==> config.mk <==
export PLATFORM = sky130hd
export DESIGN_NAME = mem_stall_controller
export DESIGN_NICKNAME = d
export VERILOG_FILES = /design/src/rtl/mem_stall_controller_pkg.sv /design/src/rtl/mem_stall_timeout_counter.sv /design/src/rtl/mem_stall_controller.sv
export SDC_FILE = /design/constraint.sdc
export NUM_CORES = 1
export LEC_CHECK = 0
export ABC_AREA = 1
export BUFFER_PORTS_ARGS = -buffer_cell sky130_fd_sc_hd__clkbuf_2
export CORE_UTILIZATION = 46
export CTS_CLUSTER_SIZE = 10
export DETAILED_ROUTE_END_ITERATION = 10
export HOLD_SLACK_MARGIN = 0.02
export PLACE_DENSITY = 0.85
export SLEW_MARGIN = 10
export SYNTH_ARGS = -nofsm -noshare
export SYNTH_HDL_FRONTEND = slang
export SYNTH_SLANG_ARGS = --single-unit
==> constraint.sdc <==
create_clock -name clk -period 1.3 [get_ports clk]
set_input_delay 0.195 -clock clk [delete_from_list [all_inputs] [get_ports clk]]
set_output_delay 0.195 -clock clk [all_outputs]
set_load 0.02 [all_outputs]
==> src/rtl/mem_stall_controller_pkg.sv <==
// ============================================================================
// Module   : mem_stall_controller_pkg
// Brief    : Shared state encoding and default widths for the MEM-stage
//            data-memory stall controller.
// Revision : 1.0 - initial release
// ============================================================================
`default_nettype none

package mem_stall_controller_pkg;

    localparam int c_defAddrW = 32;
    localparam int c_defDataW = 32;

    // Replicated to DATA_W bits to form the read data returned on a timeout abort
    localparam logic c_abortFill = 1'b1;

    typedef enum logic [1:0] {
        MS_IDLE = 2'd0,
        MS_WAIT = 2'd1,
        MS_DONE = 2'd2
    } msState_e;

endpackage

`default_nettype wire

==> src/rtl/mem_stall_timeout_counter.sv <==
// ============================================================================
// Module   : mem_stall_timeout_counter
// Brief    : Counts WAIT cycles; expired flags the TIMEOUT-th WAIT cycle.
//            Built only when MEM_STALL_TIMEOUT_EN is defined.
// Revision : 1.0 - initial release
// ============================================================================
`default_nettype none

`ifdef MEM_STALL_TIMEOUT_EN
module mem_stall_timeout_counter #(
    parameter int TIMEOUT = 255
) (
    input  logic clk,
    input  logic rstN,
    input  logic clear,
    input  logic enable,
    output logic expired
);

    localparam int c_cntW = (TIMEOUT < 2) ? 1 : $clog2(TIMEOUT + 1);

    logic [c_cntW-1:0] r_count;

    // r_count holds the number of WAIT cycles already completed
    assign expired = enable && (r_count == c_cntW'(TIMEOUT - 1));

    always_ff @(posedge clk or negedge rstN) begin
        if (!rstN) begin
            r_count <= '0;
        end else if (clear) begin
            r_count <= '0;
        end else if (enable && !expired) begin
            r_count <= r_count + 1'b1;
        end
    end

endmodule
`endif

`default_nettype wire

==> src/rtl/mem_stall_controller.sv <==
// ============================================================================
// Module   : mem_stall_controller
// Brief    : MEM-stage handshake controller; freezes the pipeline while a
//            variable-latency data memory completes a load or store.
// Options  : MEM_STALL_TIMEOUT_EN adds a TIMEOUT-cycle abort of WAIT.
// Revision : 1.0 - initial release
// ============================================================================
`default_nettype none

module mem_stall_controller
    import mem_stall_controller_pkg::*;
#(
    parameter int ADDR_W  = c_defAddrW,
    parameter int DATA_W  = c_defDataW,
    parameter int TIMEOUT = 255
) (
    input  logic              clk,
    input  logic              rstN,
    input  logic              exMemMemRead,
    input  logic              exMemMemWrite,
    input  logic [ADDR_W-1:0] exMemAddr,
    input  logic [DATA_W-1:0] exMemWriteData,
    output logic              memReq,
    output logic              memWe,
    output logic [ADDR_W-1:0] memAddr,
    output logic [DATA_W-1:0] memWdata,
    input  logic              memReady,
    input  logic [DATA_W-1:0] memRdata,
    output logic              pipeFreeze,
    output logic [DATA_W-1:0] memReadData,
    output logic              memDataValid,
    output logic              memError
);

    msState_e          r_state;
    msState_e          w_stateNext;
    logic              w_freeze;
    logic              w_op;
    logic              w_inWait;
    logic              w_abort;

    logic              r_memReq;
    logic              r_memWe;
    logic [ADDR_W-1:0] r_memAddr;
    logic [DATA_W-1:0] r_memWdata;
    logic [DATA_W-1:0] r_memReadData;
    logic              r_memDataValid;

    assign w_op     = exMemMemRead | exMemMemWrite;
    assign w_inWait = (r_state == MS_WAIT);

`ifdef MEM_STALL_TIMEOUT_EN
    logic w_expired;
    logic r_memError;

    mem_stall_timeout_counter #(
        .TIMEOUT (TIMEOUT)
    ) u_timeoutCounter (
        .clk     (clk),
        .rstN    (rstN),
        .clear   (!w_inWait),
        .enable  (w_inWait),
        .expired (w_expired)
    );

    // A response arriving on the expiry cycle still completes normally
    assign w_abort = w_expired && !memReady;

    always_ff @(posedge clk or negedge rstN) begin
        if (!rstN) begin
            r_memError <= 1'b0;
        end else begin
            r_memError <= w_inWait && w_abort;
        end
    end

    assign memError = r_memError;
`else
    assign w_abort  = 1'b0;
    assign memError = 1'b0;

    // TIMEOUT only matters for the abort build; values below 1 are invalid
    if (TIMEOUT < 1) begin : g_invalidTimeout
    end
`endif

    always_ff @(posedge clk or negedge rstN) begin
        if (!rstN) begin
            r_state <= MS_IDLE;
        end else begin
            r_state <= w_stateNext;
        end
    end

    always_comb begin
        w_stateNext = r_state;
        w_freeze    = 1'b0;
        case (r_state)
            MS_IDLE: begin
                if (w_op) begin
                    w_freeze    = 1'b1;
                    w_stateNext = MS_WAIT;
                end
            end
            MS_WAIT: begin
                w_freeze = 1'b1;
                if (memReady || w_abort) begin
                    w_stateNext = MS_DONE;
                end
            end
            // An op still visible in DONE is the completed instruction
            MS_DONE: w_stateNext = MS_IDLE;
            default: w_stateNext = MS_IDLE;
        endcase
    end

    // Reset must release the pipeline even if an op is still presented
    assign pipeFreeze = rstN & w_freeze;

    always_ff @(posedge clk or negedge rstN) begin
        if (!rstN) begin
            r_memReq       <= 1'b0;
            r_memWe        <= 1'b0;
            r_memAddr      <= '0;
            r_memWdata     <= '0;
            r_memReadData  <= '0;
            r_memDataValid <= 1'b0;
        end else begin
            r_memDataValid <= 1'b0;
            case (r_state)
                MS_IDLE: begin
                    if (w_op) begin
                        r_memReq   <= 1'b1;
                        r_memWe    <= exMemMemWrite;
                        r_memAddr  <= exMemAddr;
                        r_memWdata <= exMemWriteData;
                    end
                end
                MS_WAIT: begin
                    if (memReady) begin
                        r_memReq       <= 1'b0;
                        r_memDataValid <= 1'b1;
                        if (!r_memWe) begin
                            r_memReadData <= memRdata;
                        end
                    end else if (w_abort) begin
                        r_memReq       <= 1'b0;
                        r_memDataValid <= 1'b1;
                        if (!r_memWe) begin
                            r_memReadData <= {DATA_W{c_abortFill}};
                        end
                    end
                end
                default: ;
            endcase
        end
    end

    assign memReq       = r_memReq;
    assign memWe        = r_memWe;
    assign memAddr      = r_memAddr;
    assign memWdata     = r_memWdata;
    assign memReadData  = r_memReadData;
    assign memDataValid = r_memDataValid;

endmodule

`default_nettype wire

# Word-level counts from Yosys, hierarchy flattened
# Cells that the tools add are included.
[word_totals]
ff_bits = 101
inputBits = 101
out_inout_bits = 101
elab_cells = 29
[classes]
n_eq_ne = 3
mux = 10
bitwise_logic = 3
reduce_logical = 6
[op_table]
columns = ["op", "count"]
rows = [
  ["AND reduction 3 bit", 2],
  ["two-way mux 1 bit", 5],
  ["two-way mux 2 bit", 2],
  ["!= test 2 bit (second input constant)", 2],
  ["one-hot mux 1 bit (2 select lines)", 2],
  ["one-hot mux 2 bit (2 select lines)", 1],
  ["AND reduction 2 bit", 2],
  ["equality test 2 x 1 -> 1 bit (second input constant)", 1],
  ["zero test 2 bit", 1],
  ["nonzero test 2 bit", 1],
  ["AND 1 bit", 1],
  ["inverter 1 bit", 1],
  ["OR 1 bit", 1],
]

# Longest topological paths before layout
[depth]
word_depth = 4
depth_mapped = 7
mapped_depth_nobuf = 5

# Worst setup path before layout
# OpenSTA, ideal clock, no wires.
[synth_timing]
path_type = "reg2reg"
from = "reg r_memWe, in the netlist memWe"
to = "reg r_memReadData[10], in the netlist memReadData[10]"
arrival_time_ps = 1026
setup_slack_ps = 157
path_stages_with_launch = 6
path_buffers = 1
synth_period_minus_slack_ps = 1143
cell_sequence = "dfrtp_1 > nor2_2 > nand2_2 > buf_2 > nand2_1 > nand2_1"
[synth_via]
elab_chain_len = 2
[synth_lines]
columns = ["element", "line_no", "rtl"]
rows = [
  ["start: declaration", "mem_stall_controller.sv:43", "logic r_memWe;"],
  ["start signal: assignment", "mem_stall_controller.sv:134", "r_memWe <= exMemMemWrite;"],
  ["inverter 1 bit (no source line)", "n/a", ""],
  ["AND reduction 3 bit (no source line)", "n/a", ""],
  ["end signal: assignment", "mem_stall_controller.sv:144", "r_memReadData <= memRdata;"],
  ["end signal: assignment", "mem_stall_controller.sv:150", "r_memReadData <= {DATA_W{c_abortFill}};"],
  ["end: declaration", "mem_stall_controller.sv:46", "logic [DATA_W-1:0] r_memReadData;"],
]
# Every way passes these cells.
# A chain may end at the register's enable or synchronous reset.

# Worst setup path in the final report
[layout_timing]
from = "reg r_state[1]"
to = "reg r_memAddr[24], in the netlist memAddr[24]"
[layout_via]
elab_chain_len = 2
[layout_lines]
columns = ["element", "line_no", "rtl"]
rows = [
  ["start: declaration", "mem_stall_controller.sv:35", "msState_e r_state;"],
  ["start signal: assignment", "mem_stall_controller.sv:91", "r_state <= w_stateNext;"],
  ["zero test 2 bit", "mem_stall_controller.sv:130", "case (r_state)"],
  ["AND reduction 2 bit (no source line)", "n/a", ""],
  ["end signal: assignment", "mem_stall_controller.sv:135", "r_memAddr <= exMemAddr;"],
  ["end: declaration", "mem_stall_controller.sv:44", "logic [ADDR_W-1:0] r_memAddr;"],
]
# Every way passes these cells.

==> results.yml <==
power_and_ir_drop:
  p_comb_share_pct: 50.4
  leakage_nw: 3.29
  p_int_mw: 8.55
  powerDensity_mw_per_mm2: 2720
  power_frac_seq_pct: 36.0
  peakVddDrop_uv: 1420
  p_switching_mw: 6.73
  power_frac_clock_pct: 13.6
  swShare_pct: 44.0
drt:
  routed_via_density: 5.02
  drc: 0
  wl_per_cell_um: 14.5
  detail-route-antenna-nets: 0
  routed_wl_mm: 10.9
  first_pass_iters: 5
  drt_iter0_drc: 136
  vias: 3788
placement:
  dp_hpwl_mm: 6.95
  place.gp.congestion: 0.885
  port_buffers: 200
  place_ws_ns: 0.0669
timing:
  finalSetupViolCount: 62
  rsz0062_at_grt: "true"
  period_share_pct: 106
  setup_slack_ns: -0.0717
  fin_skew_ns: 0.0138
  finalMaxSlewViolations: 0
  final_hold_viol_count: 0
  max_freq_mhz: 729
  hold_ws_ns: 0.0654
  period_needed_ns: 1.37
  worst_pin_slew_ns: 0.535
  slew_headroom_pct: 64.3
run_status:
  violations: "negative setup slack"
  outcome: "finished with violations"
finish:
  syn2layout_area_growth_pct: 38.2
  drive_above_1_share_pct: 37.9
  final_util_pct: 66.9
  multiInputGateArea_mm2: 0.00132
  register_area_mm2: 0.00253
  nFillCells: 677
  num_antenna_cells: 0
  fin_nets: 747
setup_path:
  worstRegToRegCells: 6
  critPathSlowestCell: "dfrtp_2"
  r2r_slack_ns: -0.07
  cp_common_cell: "nand2_1"
  critPathMaxFanout: 17
  required_ns: 1.53
  crit_buf_inv: 2
  max_stage_delay_ns: 0.42
  cp_cell_sequence: "buf_4 -> nor2_4 -> nand2_8 -> clkbuf_16 -> nand2_1 -> nand2_1"
  cp.depth: 6
  startpoint_type: "flop"
  crit_family: "simple AND/OR/NAND/NOR gates"
  crit_type: "flop to flop"
  crit_path_end_kind: "flop"
  cp.arrival_ns: 1.60
synthesis:
  ys_ff_latch: 101
  synth_area_leaders: "dfrtp_1, nand2_1, nand3_1"
  ys.flop_type: "dfrtp_1"
  synth_top_area_cell: "dfrtp_1"
  synth_edf_count: 0
  yosysMostFrequentCell: "nand2_1"
  synth_top_area_share_pct: 62.3
  synth.avg_cell_area_um2: 9.14
  netlist_area_mm2: 0.00406
  ys_seq_area_share_pct: 62.3
  syn_nets: 545
  yosysWarningCount: 0
  synth_cell_type_count: 12
  ys_top_cells_by_count: "nand2_1, dfrtp_1, nand3_1, buf_2, buf_6"
  async_reset_ff_share_pct: 100
  syn_inst: 444
floorplan:
  die_area_mm2: 0.00920
  core_region_area_mm2: 0.00838
  initial_core_util_pct: 48.4
  die_h_um: 95.9
  ioPinCount: 202
  die_w_um: 95.9
  core.rowCount: 33
clock_tree:
  cts_max_path_buffers: 2
  cts_root_buffer: "clkbuf_8"
  cts_tree: "yes"
  path_clk_slew_ns: 0.10
  htree_num_levels: 3
  cts_inserted_buffers: 9
  clk_latency_ns: 0.35
  clock_sinks: 101
hold_path:
  hp-class: "input port to flop"
  holdPathStages: 3
grt:
  grt.overflow.total: 0
  track_usage_pct: 22.0
  grt_max_degree: 102
  grt_antenna_before_repair: 0
  grt_pass1_wl_mm: 15.5
  grt_pass1_vias: 3421
job:
  drv_cap: 0
-- routing by layer --
| metal | global-route usage, % | wire, um | share of wire (%) |
|---|---|---|---|
| met2 | 37.0 | 5540 | 51 |
| met1 | 27.3 | 4550 | 42 |
| met4 | 8.71 | 166 | 1.5 |
| met3 | 5.21 | 680 | 6.2 |
| met5 | 0 | 0 | 0 |
-- cell type report --
cell class	count	share of cell area, %
sequential	101	45.1
timing repair buffer	222	25.1
multi-input combinational	305	23.4
tap	105	2.34
clock buffer	10	2.27
clock inverter	4	1.34
inverter	7	0.468
-- tightest hold or removal path: cells and delay by family --
family | cells | cell delay (ns)
simple gates | 2 | 0.11
buf+inv | 1 | 0.08
-- registers in the layout, summed over array words and instances (netlist names) --
| name | count |
|---|---|
| memAddr | 32 |
| memReadData | 32 |
| memWdata | 32 |
| r_state | 2 |
| memDataValid | 1 |
| memReq | 1 |
| memWe | 1 |
-- final timing paths --
kind,to,startpoint
setup / recovery,memAddr[24],r_state[1]
hold / removal,memReadData[26],memRdata[26]
setup reg to reg,memAddr[24],r_state[1]
hold reg to reg,memWdata[18],memWdata[18]
max in group asynchronous,memAddr[19],rstN
min in group asynchronous,memAddr[5],rstN
-- power by group through the flow --
stage,Combinational (mW),Clock [mW],Sequential [mW]
after floorplan,2.70,0,7.25
after global placement,6.63,0,5.47
after detailed placement,6.85,0,5.53
after CTS,6.89,2.13,5.48
after global routing,8.44,2.26,5.68
final,7.71,2.07,5.50
-- placed cells by master, fill, tap and decap left out, drive strengths merged --
master and count:
dfrtp 101, bufinv 2, nor2 3, dlygate4sd3 1, inv 7, buf 17, nand3 97, clkbuf 214
a31oi 1, clkinvlp 2, nand2 203, conb 1
-- repair_timing --
| item | in CTS | in global routing |
|---|---|---|
| gates cloned | 0 | 10 |
| hold buffers | 1 | 0 |
| hold endpoints to repair | 101 | 0 |
| gates resized for setup | 5 | 8 |
| setup endpoints to repair | 1 | 66 |
| buffers inserted | 1 | 1 |
| pin swaps | 1 | 12 |
-- cell families after synthesis --
logic type             Yosys count  synth area share (%)
AOI/OAI and AO/OA                1                 0.154
DFF                            101                  62.3
other                            1                0.0924
buffers and inverters           38                  6.04
and+or+nand+nor                303                  31.4
-- through the flow --
stage	cell area [um^2]	setup TNS (ns)	power [mW]	instances
finish	5610	-2.03	15.3	754
CTS	5380	-0.0976	14.5	743
global placement	5150	0	12.1	727
global route	5610	-6.24	16.4	754
floorplan	4060	0	9.95	444
detailed placement	5150	0	12.4	727
No activity file was read; power rests on OpenSTA's default activity.
